**src/rtl/intr_pkg.sv**
```systemverilog
// intr_pkg: shared types and helpers for the interrupt controller.
//   state_e  : controller FSM states (IDLE, TRAP, ISR)
//   CAUSE_W  : width of the CAUSE output
//   MAX_SRC  : largest supported number of interrupt sources
//   prio_enc : returns the lowest set index of a request vector
package intr_pkg;

  typedef enum logic [1:0] {
    IDLE = 2'd0,
    TRAP = 2'd1,
    ISR  = 2'd2
  } state_e;

  localparam int CAUSE_W = 3;
  localparam int MAX_SRC = 8;

  // Walk from the top down so the last hit, i.e. the lowest index, wins.
  function automatic logic [CAUSE_W-1:0] prio_enc(input logic [MAX_SRC-1:0] req);
    logic [CAUSE_W-1:0] idx;
    idx = '0;
    for (int i = MAX_SRC - 1; i >= 0; i--) begin
      if (req[i]) idx = CAUSE_W'(i);
    end
    return idx;
  endfunction

endpackage

```
**src/rtl/irq_sync.sv**
```systemverilog
// irq_sync: synchroniser chain plus rising-edge detector for one interrupt line.
//   clk, rst : clock and asynchronous active-high reset
//   irq_in   : raw asynchronous interrupt line
//   rise     : one-cycle pulse when the synchronised line goes 0 -> 1
module irq_sync #(
  parameter int SYNC_STAGES = 2
) (
  input  logic clk,
  input  logic rst,
  input  logic irq_in,
  output logic rise
);

  logic [SYNC_STAGES-1:0] sync_q, sync_d;
  logic                   prev_q, prev_d;

  // Shift the raw line in at bit 0; the top bit is the metastability-safe copy.
  always_comb begin
    sync_d = {sync_q[SYNC_STAGES-2:0], irq_in};
    prev_d = sync_q[SYNC_STAGES-1];
  end

  always_ff @(posedge clk or posedge rst) begin
    if (rst) begin
      sync_q <= '0;
      prev_q <= 1'b0;
    end else begin
      sync_q <= sync_d;
      prev_q <= prev_d;
    end
  end

  assign rise = sync_q[SYNC_STAGES-1] & ~prev_q;

endmodule

```
**src/rtl/intr_ctrl.sv**
```systemverilog
// intr_ctrl: interrupt front-end for the MCU.
//   CLK, RST     : clock and asynchronous active-high reset
//   IRQ          : raw interrupt lines, rising edge requests service
//   MIE          : global interrupt enable from the CSR block
//   INSTR_DONE   : instruction boundary pulse from the control unit
//   MRET         : mret executing, ends the active handler
//   INT_REQ      : combinational, a trap will be taken at the next boundary
//   INT_TAKEN    : one-cycle trap pulse to the CSR block
//   CSR_WE       : write-enable pulse coincident with INT_TAKEN
//   PC_SEL_TRAP  : one-cycle pulse selecting MTVEC in the PC mux
//   IN_ISR       : a handler is active
//   CAUSE        : index of the source being serviced
//   PENDING      : latched pending requests
module intr_ctrl
  import intr_pkg::*;
#(
  parameter int NUM_SRC     = 4,
  parameter int SYNC_STAGES = 2
) (
  input  logic               CLK,
  input  logic               RST,
  input  logic [NUM_SRC-1:0] IRQ,
  input  logic               MIE,
  input  logic               INSTR_DONE,
  input  logic               MRET,
  output logic               INT_REQ,
  output logic               INT_TAKEN,
  output logic               CSR_WE,
  output logic               PC_SEL_TRAP,
  output logic               IN_ISR,
  output logic [CAUSE_W-1:0] CAUSE,
  output logic [NUM_SRC-1:0] PENDING
);

  logic [NUM_SRC-1:0] rise_vec;
  logic [NUM_SRC-1:0] pending_q, pending_d;
  logic [NUM_SRC-1:0] clr_mask;
  logic [MAX_SRC-1:0] pend_ext;
  logic [CAUSE_W-1:0] winner;
  logic [CAUSE_W-1:0] cause_q, cause_d;
  state_e             state_q, state_d;
  logic               trap_pulse_q, trap_pulse_d;
  logic               in_isr_q, in_isr_d;
  logic               int_req;
  logic               take;

  for (genvar g = 0; g < NUM_SRC; g++) begin : g_sync
    irq_sync #(
      .SYNC_STAGES(SYNC_STAGES)
    ) u_irq_sync (
      .clk   (CLK),
      .rst   (RST),
      .irq_in(IRQ[g]),
      .rise  (rise_vec[g])
    );
  end

  // Arbitration, pending update and FSM next-state. A fresh edge on the
  // source being cleared is OR'd in after the clear so it is never lost.
  always_comb begin
    pend_ext               = '0;
    pend_ext[NUM_SRC-1:0]  = pending_q;
    winner                 = prio_enc(pend_ext);
    int_req                = (state_q == IDLE) & MIE & (|pending_q);
    take                   = int_req & INSTR_DONE;

    clr_mask = '0;
    for (int i = 0; i < NUM_SRC; i++) begin
      if (take && (winner == CAUSE_W'(i))) clr_mask[i] = 1'b1;
    end
    pending_d = (pending_q & ~clr_mask) | rise_vec;

    state_d      = state_q;
    cause_d      = cause_q;
    trap_pulse_d = 1'b0;
    in_isr_d     = in_isr_q;
    case (state_q)
      IDLE: begin
        if (take) begin
          state_d      = TRAP;
          cause_d      = winner;
          trap_pulse_d = 1'b1;
        end
      end
      TRAP: begin
        state_d  = ISR;
        in_isr_d = 1'b1;
      end
      ISR: begin
        if (MRET) begin
          state_d  = IDLE;
          in_isr_d = 1'b0;
        end
      end
      default: begin
        state_d  = IDLE;
        in_isr_d = 1'b0;
      end
    endcase
  end

  always_ff @(posedge CLK or posedge RST) begin
    if (RST) begin
      state_q      <= IDLE;
      pending_q    <= '0;
      cause_q      <= '0;
      trap_pulse_q <= 1'b0;
      in_isr_q     <= 1'b0;
    end else begin
      state_q      <= state_d;
      pending_q    <= pending_d;
      cause_q      <= cause_d;
      trap_pulse_q <= trap_pulse_d;
      in_isr_q     <= in_isr_d;
    end
  end

  assign INT_REQ     = int_req;
  assign INT_TAKEN   = trap_pulse_q;
  assign CSR_WE      = trap_pulse_q;
  assign PC_SEL_TRAP = trap_pulse_q;
  assign IN_ISR      = in_isr_q;
  assign CAUSE       = cause_q;
  assign PENDING     = pending_q;

endmodule

```
**config.mk**
```make
export PLATFORM = sky130hd
export DESIGN_NAME = intr_ctrl
export DESIGN_NICKNAME = d
export VERILOG_FILES = /design/src/rtl/intr_pkg.sv /design/src/rtl/irq_sync.sv /design/src/rtl/intr_ctrl.sv
export SDC_FILE = /design/constraint.sdc
export NUM_CORES = 1
export LEC_CHECK = 0
export ABC_AREA = 1
export CAP_MARGIN = 15
export CORE_UTILIZATION = 46
export DETAILED_ROUTE_END_ITERATION = 8
export MAX_ROUTING_LAYER = met4
export PLACE_DENSITY = 0.84
export SETUP_SLACK_MARGIN = 0.02
export SYNTH_ARGS = -nofsm -noshare
export SYNTH_HDL_FRONTEND = slang
export SYNTH_HIERARCHICAL = 1
export SYNTH_SLANG_ARGS = --single-unit
```
**constraint.sdc**
```tcl
create_clock -name CLK -period 1.25 [get_ports CLK]
set_clock_uncertainty 0.2 [all_clocks]
set_input_delay 0.25 -clock CLK [delete_from_list [all_inputs] [get_ports CLK]]
set_output_delay 0.25 -clock CLK [all_outputs]
set_load 0.1 [all_outputs]
```
* After elaboration in Yosys (flattened, before gate mapping)
Index checks and enable logic that the tools add are counted.
** Cells by class
- Eq/ne operators :: 7
- Multiplexer cells :: 15
- Bitwise logic cells :: 15
- Reduce and logical (&&, ||, !) cells :: 10
** Operators with widths (count)
- 2-to-1 mux 3 bit :: 3
- bitwise AND 1 bit :: 7
- 2-to-1 mux 1 bit :: 7
- equality test 3 x 2 -> 1 bit, second input constant :: 2
- 2-to-1 mux 2 bit :: 3
- one-hot mux 2 bit (3 select lines) :: 1
- AND reduction 2 bit :: 3
- inverter 1 bit :: 5
- bitwise AND 4 bit :: 1
- logical AND 1 bit :: 4
- != test 2 bit, second input constant :: 2
- inverter 4 bit :: 1
- OR 4 bit :: 1
- OR reduction 4 bit :: 1
- equality test 3 x 1 -> 1 bit, second input constant :: 1
- logical NOT 3 bit :: 1
- one-hot mux 1 bit (3 select lines) :: 1
- equality test 2 x 1 -> 1 bit, second input constant :: 1
- equality test 2 bit, second input constant :: 1
- logical NOT 2 bit :: 1
** Word-level totals
- Register bits :: 23
- Input port bits :: 9
- Output and inout bits :: 12
- Logic and storage cells :: 60

* Longest topological paths before layout
Gate-level depths: netlist of the first run.
- Depth in word-level cells :: 10
- Mapped depth :: 6
- Depth with buffers taken out :: 6

* Modules after synthesis
The synthesis of the first run kept the hierarchy.
** By module, submodules not included
- intr_ctrl :: times used 1, cells each 55, area an instance 503.0 um^2, seq. area each 250.2 um^2
- irq_sync :: times used 4, cells each 6, area an instance 88.8 um^2, seq. area each 75.1 um^2

* Worst setup path after synthesis of the first run
No wires, ideal clock.
- Path kind :: reg-to-output
- Start point :: register pending_q[3] (netlist: PENDING[3])
- End point :: output INT_REQ
- Arrival :: 1845 ps
- Data required time :: 800 ps
- Slack :: -1045 ps
- Stages on the path, launching flop included :: 5
- Path buffers :: 0
- Path through :: dfrtp_1 > nor2_2 > nand2_4 > nand2_1 > inv_1
** Between the ends
- Word-level cells in the longest chain between the ends :: 2
** RTL lines
- start, declared :: RTL line intr_ctrl.sv:36 : logic [NUM_SRC-1:0] pending_q, pending_d;
- start signal, assigned :: RTL line intr_ctrl.sv:111 : pending_q <= pending_d;
- OR reduction 4 bit :: RTL line intr_ctrl.sv:64 : int_req = (state_q == IDLE) & MIE & (|pending_q);
- bitwise AND 1 bit :: RTL line intr_ctrl.sv:64
- end, declared :: RTL line intr_ctrl.sv:26 : output logic INT_REQ,
Every way passes these cells.

* Final worst setup path of the first run
- Start point :: register pending_q[0] (netlist: PENDING[0])
- End point :: output INT_REQ
The elaborated chain is that of the path after synthesis.

==> results of run 1 <==
cell usage in the layout, fill, tap and decap left out:
master,Yosys,layout
sky130_fd_sc_hd__inv_1,17,15
sky130_fd_sc_hd__dfrtp_1,22,14
sky130_fd_sc_hd__nand2_1,15,12
sky130_fd_sc_hd__buf_12,0,12
sky130_fd_sc_hd__buf_4,3,9
sky130_fd_sc_hd__clkdlybuf4s50_1,0,8
sky130_fd_sc_hd__buf_6,0,6
sky130_fd_sc_hd__dfrtp_4,0,5
sky130_fd_sc_hd__nor2_2,5,4
sky130_fd_sc_hd__dfrtp_2,0,3
sky130_fd_sc_hd__nand2_2,1,3
sky130_fd_sc_hd__nor2_4,2,3
sky130_fd_sc_hd__nand4_1,3,3
sky130_fd_sc_hd__clkbuf_4,0,3
sky130_fd_sc_hd__inv_2,1,2
sky130_fd_sc_hd__nand2_4,1,2
sky130_fd_sc_hd__o21ai_2,1,2
sky130_fd_sc_hd__nand3_4,1,1
sky130_fd_sc_hd__inv_4,1,1
sky130_fd_sc_hd__nand3b_1,1,1
sky130_fd_sc_hd__or2_2,1,1
sky130_fd_sc_hd__clkinvlp_4,0,1
sky130_fd_sc_hd__o21bai_2,1,1
sky130_fd_sc_hd__nor3_4,0,1
sky130_fd_sc_hd__conb_1,1,1
sky130_fd_sc_hd__clkbuf_8,0,1
sequential cells by signal, summed over array words and instances (netlist names):
signal and cells:
CAUSE 2, g_sync.u_irq_sync/prev_q 4, CSR_WE 1, state_q 2, g_sync.u_irq_sync/sync_q 8, IN_ISR 1
PENDING 4
stage by stage:
stage | power [mW] | std cells | util (%)
after global placement | 1.64 | 130 | 74.1
final | 2.07 | 140 | 81.2
after floorplan | 1.35 | 79 | -
after CTS | 2.06 | 136 | 78.1
after global routing | 2.16 | 140 | 81.2
after detailed placement | 1.66 | 130 | 74.1
worst min path at each step:
stage / startpoint / end / slack, ns / depth (start not counted)
finish: RST / g_sync[0].u_irq_sync/sync_q[0] / 0.02 / 2
global route: RST / g_sync[0].u_irq_sync/sync_q[0] / 0.03 / 2
CTS: RST / g_sync[0].u_irq_sync/sync_q[1] / 0.02 / 2
detailed placement: g_sync[0].u_irq_sync/sync_q[0] / g_sync[0].u_irq_sync/sync_q[1] / 0.14 / 0
global placement: g_sync[3].u_irq_sync/sync_q[0] / g_sync[3].u_irq_sync/sync_q[1] / 0.14 / 0
floorplan: RST / g_sync[0].u_irq_sync/prev_q / -0.20 / 1
per-layer routing:
metal | wire [um] | vias to the layer above | GRT usage (%)
li1 | - | 300 | -
met2 | 898 | 22 | 36.8
met1 | 569 | 299 | 15.7
met3 | 69 | 6 | 4.40
met4 | 55 | 0 | 9.70
met5 | 0 | - | -
layout make-up:
cell class,count,share of cell area [%]
Tap cell,25,2.21
Sequential cell,22,40.4
Inverter,19,5.47
Timing Repair Buffer,35,32.1
Multi-Input combinational cell,35,17.2
Clock buffer,4,2.56
worst max-delay path: cells and delay by family, from the launching register on:
family | cells | cell delay, ns
and+or+nand+nor | 3 | 0.31
DFF | 1 | 0.51
buffers and inverters | 2 | 0.25
report_power, final:
| group | internal, mW | switching [mW] |
|---|---|---|
| combinational | 0.325 | 0.521 |
| sequential | 0.789 | 0.0600 |
| clock | 0.178 | 0.197 |
| total | 1.29 | 0.778 |
kinds of logic after synthesis:
family | count (synthesis)
and+or+nand+nor | 31
other | 1
DFF | 22
buffers and inverters | 22
AOI/OAI and AO/OA | 3
what timing repair did:
action,in CTS,in global routing
hold buffers,0,0
pin swaps,4,6
gates resized for setup,5,7
buffers inserted,2,4
setup endpoints to repair,19,21
==> impl_metrics.env, run 1 <==
export IMPL_die_width_um=45.2
export IMPL_power_per_cell_area_nw_per_um2=1460
export IMPL_clock_tree_from_tritoncts="built"
export IMPL_max_clock_freq_mhz=550
export IMPL_synth_cells_most_frequent="22 x sky130_fd_sc_hd__dfrtp_1, 17 x sky130_fd_sc_hd__inv_1, 15 x sky130_fd_sc_hd__nand2_1"
export IMPL_r2r_worst_path_cells=7
export IMPL_final_cell_area_um2=1420
export IMPL_min_delay_path_class="primary input to async pin"
export IMPL_ctsRootBufferMaster="sky130_fd_sc_hd__clkbuf_4"
export IMPL_die_y_um=45.2
export IMPL_worstPathRequired_ns=0.80
export IMPL_clk_insertion_delay_late_ns=0.30
export IMPL_synth_ff_latch_count=22
export IMPL_crit_fanout=2
export IMPL_crit_top_cell="sky130_fd_sc_hd__nand2_4"
export IMPL_synth_main_ff_cell="sky130_fd_sc_hd__dfrtp_1"
export IMPL_clkSlewWorstSetupHoldPaths_ns=0.11
export IMPL_pin_count_of_the_biggest_net_entering_global_routing=13
export IMPL_grt_remaining_overflow=0
export IMPL_synth_fp_nets=88
export IMPL_synthesis_area_um2=858
export IMPL_drt_iter0_drcs=1
export IMPL_post_route_cells_drive_above_1_share_pct=53.0
export IMPL_die_outline_area_um2=2040
export IMPL_violated_checks="setup timing"
export IMPL_syn_inst=79
export IMPL_post_synth_num_cell_types=19
export IMPL_worst_path_cell_chain="nor2_4, nand2_4, nand2_4, clkinvlp_4, buf_12"
export IMPL_critPathMaxStageDelay_ns=0.51
export IMPL_setup_worst_path_end="INT_REQ"
export IMPL_antenna_cells=0
export IMPL_postRouteWirelength_mm=1.59
export IMPL_initial_utilization_pct=49.2
export IMPL_place_ws_ns=-0.401
export IMPL_setup_worst_path_class="flip-flop to output port"
export IMPL_nFillCells=99
export IMPL_finalSetupTns_ns=-4.56
export IMPL_via_count_of_the_routed_design=627
export IMPL_setup_viol=19
export IMPL_arrival_ns=1.37
export IMPL_synth_largest_area_cell="sky130_fd_sc_hd__dfrtp_1"
export IMPL_cts_made_buffers=3
export IMPL_first_pass_grt_wire_length_mm=2.55
export IMPL_critPathLaunch="PENDING[0]"
export IMPL_synthAdderAreaFrac_pct=0
export IMPL_route_antenna_remaining_nets=0
export IMPL_finalHoldWorstSlack_ns=0.0207
export IMPL_cts_max_path_buffers=2
export IMPL_vias_per_cell=4.48
export IMPL_clock_sink_count=22
export IMPL_synth_mux_area_share_pct=0
export IMPL_nets=125
export IMPL_vdd_ir_drop_max_uv=955
export IMPL_outcome="finished, violations left"
export IMPL_synth_compound_gate_area_share_pct=2.92
export IMPL_final_min_period_over_clock_period_pct=145
export IMPL_htree_levels=1
export IMPL_avgRoutedWirePerCell_um=11.4
export IMPL_finalWorstPathRequiredPeriod_ns=1.82
export IMPL_synth_yosys_seq_area_share_pct=64.1
export IMPL_detailedPlacementHpwl_mm=1.16
export IMPL_vias_in_the_first_global_route=656
export IMPL_report_final_hold_viol_count=0
export IMPL_fp_row_count=15
export IMPL_timing_max_transition_violations_final=0
export IMPL_critPathLaunchType="flip-flop"
export IMPL_residual_drc=0
export IMPL_slowest_stage="sky130_fd_sc_hd__dfrtp_4"
export IMPL_ys_async_sr_fraction_pct=100
export IMPL_setup_repair_after_global_routing_missed_its_margin="true"
export IMPL_reg2reg_to="CAUSE[0]"
export IMPL_io_buffer_count=19
export IMPL_num_io_pins=21
export IMPL_synth_simple_gate_area_share_pct=21.3
export IMPL_postLayoutSetupSlackWorst_ns=-0.568
export IMPL_synth_most_common_cell="sky130_fd_sc_hd__dfrtp_1"
export IMPL_reg2reg_slack_ns=-0.29
export IMPL_setup_worst_path_end_class="output port"
export IMPL_multi_input_area_um2=244
export IMPL_maxCapViolations=0
export IMPL_synth_enable_flop_cells=0
export IMPL_synth_top_family_by_area="simple AND/OR/NAND/NOR gates"
export IMPL_area_growth_pct=65.2
export IMPL_yosys_area_top_type_share_pct=64.1
export IMPL_placedInstanceArea_um2=1290
export IMPL_cellLeakagePower_nw=0.708
export IMPL_sequential_cell_area_um2=573
export IMPL_finalWeightedCongestion=0.795
export IMPL_yosys_warnings=6
export IMPL_floorplan_core_area_um2=1750
export IMPL_ys_top_cells_by_area="sky130_fd_sc_hd__dfrtp_1 64%, sky130_fd_sc_hd__inv_1 7.4%, sky130_fd_sc_hd__nand2_1 6.6%"
export IMPL_synthXorXnorAreaFrac_pct=0
export IMPL_synthesis_area_per_instance_um2=10.9
export IMPL_total_iterations_of_the_first_detailed_routing_run=3
export IMPL_grt_antenna_before_repair=0
export IMPL_rr_startpoint="PENDING[0]"
export IMPL_global_route_usage_total_pct=18.8
Note: power is estimated with default switching activity, not from simulation.
==> inputs of run 2 (changes only) <==
--- a/config.mk
+++ b/config.mk
@@ -5,12 +5,12 @@
 export SDC_FILE = /design/constraint.sdc
 export NUM_CORES = 1
 export LEC_CHECK = 0
-export ABC_AREA = 1
 export CAP_MARGIN = 15
 export CORE_UTILIZATION = 46
+export CTS_CLUSTER_SIZE = 16
 export DETAILED_ROUTE_END_ITERATION = 8
 export MAX_ROUTING_LAYER = met4
-export PLACE_DENSITY = 0.84
+export PLACE_DENSITY = 0.85
 export SETUP_SLACK_MARGIN = 0.02
 export SYNTH_ARGS = -nofsm -noshare
 export SYNTH_HDL_FRONTEND = slang
==> run 2 against run 1 <==
Final cell count fell by 11%; register-to-register slack improved by 0.04 ns; the run still ends with setup timing left; power rose by 19%; sequential share of layout area fell by 1.9 points; largest power group is now combinational cells; sequential power rose by 5.2%; highest routed layer unchanged.
==> impl_metrics.env, run 2 <==
export IMPL_synth_fp_nets=70
export IMPL_cts_made_buffers=3
export IMPL_max_clock_freq_mhz=525
export IMPL_floorplan_core_area_um2=1590
export IMPL_first_pass_grt_wire_length_mm=3.42
export IMPL_pin_count_of_the_biggest_net_entering_global_routing=14
export IMPL_clk_insertion_delay_late_ns=0.32
export IMPL_die_width_um=44.5
export IMPL_finalWorstPathRequiredPeriod_ns=1.91
export IMPL_route_antenna_remaining_nets=0
export IMPL_vias_per_cell=5.16
export IMPL_io_buffer_count=19
export IMPL_finalWeightedCongestion=0.707
export IMPL_postRouteWirelength_mm=2.47
export IMPL_min_delay_path_class="primary input to async pin"
export IMPL_yosys_area_top_type_share_pct=66.4
export IMPL_synth_yosys_seq_area_share_pct=66.4
export IMPL_yosys_warnings=6
export IMPL_post_route_cells_drive_above_1_share_pct=63.0
export IMPL_maxCapViolations=0
export IMPL_grt_antenna_before_repair=0
export IMPL_synth_most_common_cell="sky130_fd_sc_hd__dfrtp_1"
export IMPL_number_of_placed_cells_counting_well_taps=113
export IMPL_reg2reg_slack_ns=-0.25
export IMPL_ctsRootBufferMaster="sky130_fd_sc_hd__clkbuf_4"
export IMPL_total_iterations_of_the_first_detailed_routing_run=4
export IMPL_arrival_ns=1.46
export IMPL_instances_no_fill=124
export IMPL_critPathLaunchType="flip-flop"
export IMPL_nFillCells=44
export IMPL_synth_enable_flop_cells=0
export IMPL_via_count_of_the_routed_design=640
export IMPL_ys_top_cells_by_area="sky130_fd_sc_hd__dfrtp_1 66%, sky130_fd_sc_hd__nor2b_4 6.6%, sky130_fd_sc_hd__nor2_1 3.2%"
export IMPL_clock_tree_from_tritoncts="built"
export IMPL_largest_reg_flops=8
export IMPL_synth_main_ff_cell="sky130_fd_sc_hd__dfrtp_1"
export IMPL_worstPathRequired_ns=0.80
export IMPL_crit_fanout=2
export IMPL_initial_utilization_pct=52.0
export IMPL_reg2reg_to="CAUSE[1]"
export IMPL_setup_worst_path_end_class="output port"
export IMPL_outcome="finished, violations left"
export IMPL_slowest_stage="sky130_fd_sc_hd__dfrtp_4"
export IMPL_setup_repair_after_global_routing_missed_its_margin="true"
export IMPL_post_synth_num_cell_types=23
export IMPL_final_min_period_over_clock_period_pct=152
export IMPL_vias_in_the_first_global_route=708
export IMPL_postLayoutSetupSlackWorst_ns=-0.656
export IMPL_nets=110
export IMPL_setup_worst_path_class="flip-flop to output port"
export IMPL_synthesis_area_um2=830
export IMPL_power_per_cell_area_nw_per_um2=1650
export IMPL_timing_max_transition_violations_final=0
export IMPL_grt_remaining_overflow=0
export IMPL_number_of_hold_repair_buffers_added_at_the_cts_stage=0
export IMPL_drt_iter0_drcs=4
export IMPL_global_route_usage_total_pct=26.8
export IMPL_r2r_worst_path_cells=6
export IMPL_die_outline_area_um2=1980
export IMPL_antenna_cells=0
export IMPL_avgRoutedWirePerCell_um=19.9
export IMPL_setup_viol=19
export IMPL_critPathMaxStageDelay_ns=0.52
export IMPL_htree_levels=1
export IMPL_top_register="g_sync.u_irq_sync/sync_q"
export IMPL_detailedPlacementHpwl_mm=1.38
export IMPL_rr_startpoint="PENDING[3]"
export IMPL_die_y_um=44.5
export IMPL_worst_path_cell_chain="nor4_4, nor4b_4, buf_12"
export IMPL_synth_ff_latch_count=22
export IMPL_critPathBufInv=1
export IMPL_fp_row_count=14
export IMPL_critical_path_top_delay_family="flip-flops"
export IMPL_clock_sink_count=22
export IMPL_num_io_pins=21
export IMPL_area_growth_pct=80.2
export IMPL_synth_largest_area_cell="sky130_fd_sc_hd__dfrtp_1"
export IMPL_vdd_ir_drop_max_uv=1780
export IMPL_synth_cells_most_frequent="22 x sky130_fd_sc_hd__dfrtp_1, 7 x sky130_fd_sc_hd__nor2_1, 5 x sky130_fd_sc_hd__inv_1"
export IMPL_cellLeakagePower_nw=0.659
export IMPL_ys_async_sr_fraction_pct=100
export IMPL_residual_drc=0
export IMPL_most_common_layout_cells="12 x sky130_fd_sc_hd__dfrtp_1, 12 x sky130_fd_sc_hd__buf_12, 10 x sky130_fd_sc_hd__buf_4"
export IMPL_syn_inst=61
export IMPL_synthesis_area_per_instance_um2=13.6
export IMPL_cts_max_path_buffers=2
export IMPL_clkSlewWorstSetupHoldPaths_ns=0.12
export IMPL_report_final_hold_viol_count=0
export IMPL_place_ws_ns=-0.468
export IMPL_finalHoldWorstSlack_ns=0.0187
export IMPL_violated_checks="setup timing"
run 2: changes by cell type after synthesis, moves of 2 or more:
cell and delta:
sky130_fd_sc_hd__nor2_2 -5, sky130_fd_sc_hd__inv_1 -12, sky130_fd_sc_hd__nor2_1 +7, sky130_fd_sc_hd__nor2_4 -2, sky130_fd_sc_hd__nand4_1 -3, sky130_fd_sc_hd__nor2b_4 +4, sky130_fd_sc_hd__a21o_1 +2, sky130_fd_sc_hd__nand2_1 -15
run 2: cell families after synthesis:
| group | after synthesis | synth area share [%] |
|---|---|---|
| other cells | 1 | 0.452 |
| buf+inv | 8 | 4.98 |
| simple gates | 20 | 18.9 |
| compound gates | 9 | 8.15 |
| mux | 1 | 1.21 |
| flops | 22 | 66.4 |
run 2: metal layers:
metal  global-route usage [%]  up-vias  share of wire (%)
met4                     12.1        0                4.6
met1                     26.6      319                 38
li1                         -      278                  -
met5                        -        -                  0
met2                     48.8       33                 52
met3                     6.53       10                4.8
run 2: where the power goes:
group	total [mW]	switching [mW]	internal, mW	leakage (nW)
clock network	0.547	0.222	0.325	0.0279
registers	0.893	0.0898	0.803	0.245
logic	1.03	0.611	0.414	0.386
total	2.47	0.924	1.54	0.659
run 2: stage by stage:
step	power, mW	util (%)	setup TNS (ns)	instance area, um^2
after global routing	2.53	93.8	-5.12	1500
after CTS	2.41	90.3	-4.00	1440
after floorplan	1.45	-	-1.76	923
final	2.47	93.8	-4.55	1500
after detailed placement	1.82	82.1	-3.21	1310
after global placement	1.79	82.1	-2.66	1310
run 2: repair_timing:
item | 4_1_cts | 5_1_grt
pin swaps | 7 | 4
gates resized for setup | 16 | 10
endpoints found under the hold margin | 0 | 0
setup buffers | 3 | 7
setup endpoints to repair | 19 | 21
run 2: how the worst max path moves through the flow:
stage | depth (start not counted) | startpoint | to
final | 3 | PENDING[3] | INT_REQ
after detailed placement | 3 | MIE | INT_REQ
after floorplan | 2 | PENDING[3] | INT_REQ
after CTS | 3 | PENDING[2] | INT_REQ
after global routing | 3 | PENDING[3] | INT_REQ
after global placement | 3 | MIE | INT_REQ
run 2: area by class of cell:
cell class	instances	area (um^2)	area share, %
multi-input combinational	31	329	22.0
timing repair buffer	38	489	32.7
clock inverter	1	30.0	2.01
inverter	5	18.8	1.26
tap	24	30.0	2.01
sequential	22	576	38.5
clock buffer	3	22.5	1.51
==> inputs of run 3 (changes only) <==
--- a/config.mk
+++ b/config.mk
@@ -11,6 +11,7 @@
 export DETAILED_ROUTE_END_ITERATION = 8
 export MAX_ROUTING_LAYER = met4
 export PLACE_DENSITY = 0.85
+export RECOVER_POWER = 100
 export SETUP_SLACK_MARGIN = 0.02
 export SYNTH_ARGS = -nofsm -noshare
 export SYNTH_HDL_FRONTEND = slang
==> run 3 against run 2 <==
The run still ends with setup timing left; hold slack improved by 0.11 ns; global-route usage did not move; combinational power barely moved; design area shrank 0.67%; worst setup slack hardly changed; maximum frequency about the same; critical path type unchanged; largest cell class unchanged.
==> impl_metrics.env, run 3 (synthesis gave the netlist of run 2 again) <==
export IMPL_avgRoutedWirePerCell_um=19.9
export IMPL_via_count_of_the_routed_design=631
export IMPL_first_pass_grt_wire_length_mm=3.42
export IMPL_clkSlewWorstSetupHoldPaths_ns=0.12
export IMPL_drt_iter0_drcs=6
export IMPL_route_antenna_remaining_nets=0
export IMPL_antenna_cells=0
export IMPL_max_clock_freq_mhz=525
export IMPL_reg2reg_slack_ns=-0.25
export IMPL_worstPathRequired_ns=0.80
export IMPL_detailedPlacementHpwl_mm=1.38
export IMPL_io_buffer_count=19
export IMPL_instances_no_fill=124
export IMPL_share_of_the_core_filled_with_cells_pct=93.2
export IMPL_slowest_stage="sky130_fd_sc_hd__dfrtp_4"
export IMPL_clock_sink_count=22
export IMPL_pin_count_of_the_biggest_net_entering_global_routing=14
export IMPL_post_route_cells_drive_above_1_share_pct=60.0
export IMPL_setup_repair_after_global_routing_missed_its_margin="true"
export IMPL_finalWeightedCongestion=0.707
export IMPL_floorplan_core_area_um2=1590
export IMPL_finalHoldWorstSlack_ns=0.129
export IMPL_place_ws_ns=-0.468
export IMPL_residual_drc=0
export IMPL_cts_made_buffers=3
export IMPL_crit_fanout=2
export IMPL_critPathLaunchType="flip-flop"
export IMPL_pwr_share_clk_pct=22.2
export IMPL_violated_checks="setup timing"
export IMPL_timing_max_transition_violations_final=0
export IMPL_worst_path_cell_chain="nor4_4, nor4b_4, buf_12"
export IMPL_die_y_um=44.5
export IMPL_die_width_um=44.5
export IMPL_cts_max_path_buffers=2
export IMPL_nFillCells=46
export IMPL_htree_levels=1
export IMPL_largest_reg_flops=8
export IMPL_layout_commonest_cell="sky130_fd_sc_hd__dfrtp_1"
export IMPL_rr_startpoint="PENDING[3]"
export IMPL_finalWorstPathRequiredPeriod_ns=1.91
export IMPL_fp_row_count=14
export IMPL_power_switching_fraction_pct=37.5
export IMPL_min_delay_path_class="primary input to async pin"
export IMPL_nets=110
export IMPL_initial_utilization_pct=52.0
export IMPL_setup_viol=21
export IMPL_final_min_period_over_clock_period_pct=152
export IMPL_num_io_pins=21
export IMPL_cellInternalPower_mw=1.53
export IMPL_postLayoutSetupSlackWorst_ns=-0.656
export IMPL_area_growth_pct=79.0
export IMPL_sequentialPowerShare_pct=36.4
export IMPL_combPwrFrac_pct=41.4
export IMPL_grt_antenna_before_repair=0
export IMPL_global_route_usage_total_pct=26.8
export IMPL_outcome="finished, violations left"
export IMPL_switching_power_mw=0.920
export IMPL_critPathMaxStageDelay_ns=0.52
export IMPL_vias_per_cell=5.09
export IMPL_cellLeakagePower_nw=0.666
export IMPL_ctsRootBufferMaster="sky130_fd_sc_hd__clkbuf_4"
export IMPL_setup_worst_path_end_class="output port"
export IMPL_maxCapViolations=0
export IMPL_top_register="g_sync.u_irq_sync/sync_q"
export IMPL_grt_remaining_overflow=0
export IMPL_finalSetupTns_ns=-4.62
export IMPL_die_outline_area_um2=1980
export IMPL_clock_tree_from_tritoncts="built"
export IMPL_power_per_cell_area_nw_per_um2=1650
export IMPL_setup_worst_path_class="flip-flop to output port"
export IMPL_critPathLaunch="PENDING[3]"
export IMPL_r2r_worst_path_cells=6
export IMPL_report_final_hold_viol_count=0
export IMPL_vias_in_the_first_global_route=708
export IMPL_final_cell_area_um2=1490
export IMPL_total_iterations_of_the_first_detailed_routing_run=4
export IMPL_design_power_total_mw=2.45
export IMPL_postRouteWirelength_mm=2.47
export IMPL_arrival_ns=1.46
export IMPL_number_of_placed_cells_counting_well_taps=113
export IMPL_placedInstanceArea_um2=1310
export IMPL_most_common_layout_cells="14 x sky130_fd_sc_hd__dfrtp_1, 11 x sky130_fd_sc_hd__buf_12, 10 x sky130_fd_sc_hd__buf_4"
export IMPL_clk_insertion_delay_late_ns=0.31
export IMPL_vdd_ir_drop_max_uv=1770
export IMPL_reg2reg_to="CAUSE[1]"
==> run 3: worst max-delay path by stage <==
stage	slack (ns)	depth (start not counted)	to
CTS	-0.67	3	INT_REQ
detailed placement	-0.47	3	INT_REQ
global placement	-0.41	3	INT_REQ
floorplan	-1.03	2	INT_REQ
global route	-0.69	3	INT_REQ
finish	-0.66	3	INT_REQ
==> run 3: timing repair <==
action	in CTS	in global routing
setup endpoints to repair	19	21
gates resized for setup	16	10
setup buffers	3	7
hold buffers	0	0
pin swaps	7	4
==> run 3: critical path, delay by kind of cell, from the launching register on <==
family	cells	cell delay (ns)
buf+inv	1	0.17
flops	1	0.52
simple gates	2	0.44
==> run 3: cell type report <==
type	instances	area [um^2]	area share, %
clock buffers	3	22.5	1.52
multi-input cells	31	329	22.2
clock inverters	1	30.0	2.02
well taps	24	30.0	2.02
flip-flops and latches	22	573	38.6
repair buffers	38	482	32.4
inverters	5	18.8	1.26
==> run 3: power groups by stage <==
stage | combinational, mW | clock, mW | sequential (mW)
6_report | 1.02 | 0.544 | 0.892
5_1_grt | 1.04 | 0.579 | 0.898
4_1_cts | 0.984 | 0.548 | 0.883
3_5_place_dp | 0.919 | 0 | 0.898
3_3_place_gp | 0.900 | 0 | 0.892
2_1_floorplan | 0.221 | 0 | 1.23
==> run 3: routing by layer <==
layer,global-route usage [%],part of all wire (%),vias up
li1,-,-,278
met1,26.6,38,312
met2,48.8,53,31
met3,6.53,4.6,10
met4,12.1,4.6,0
met5,-,0,-
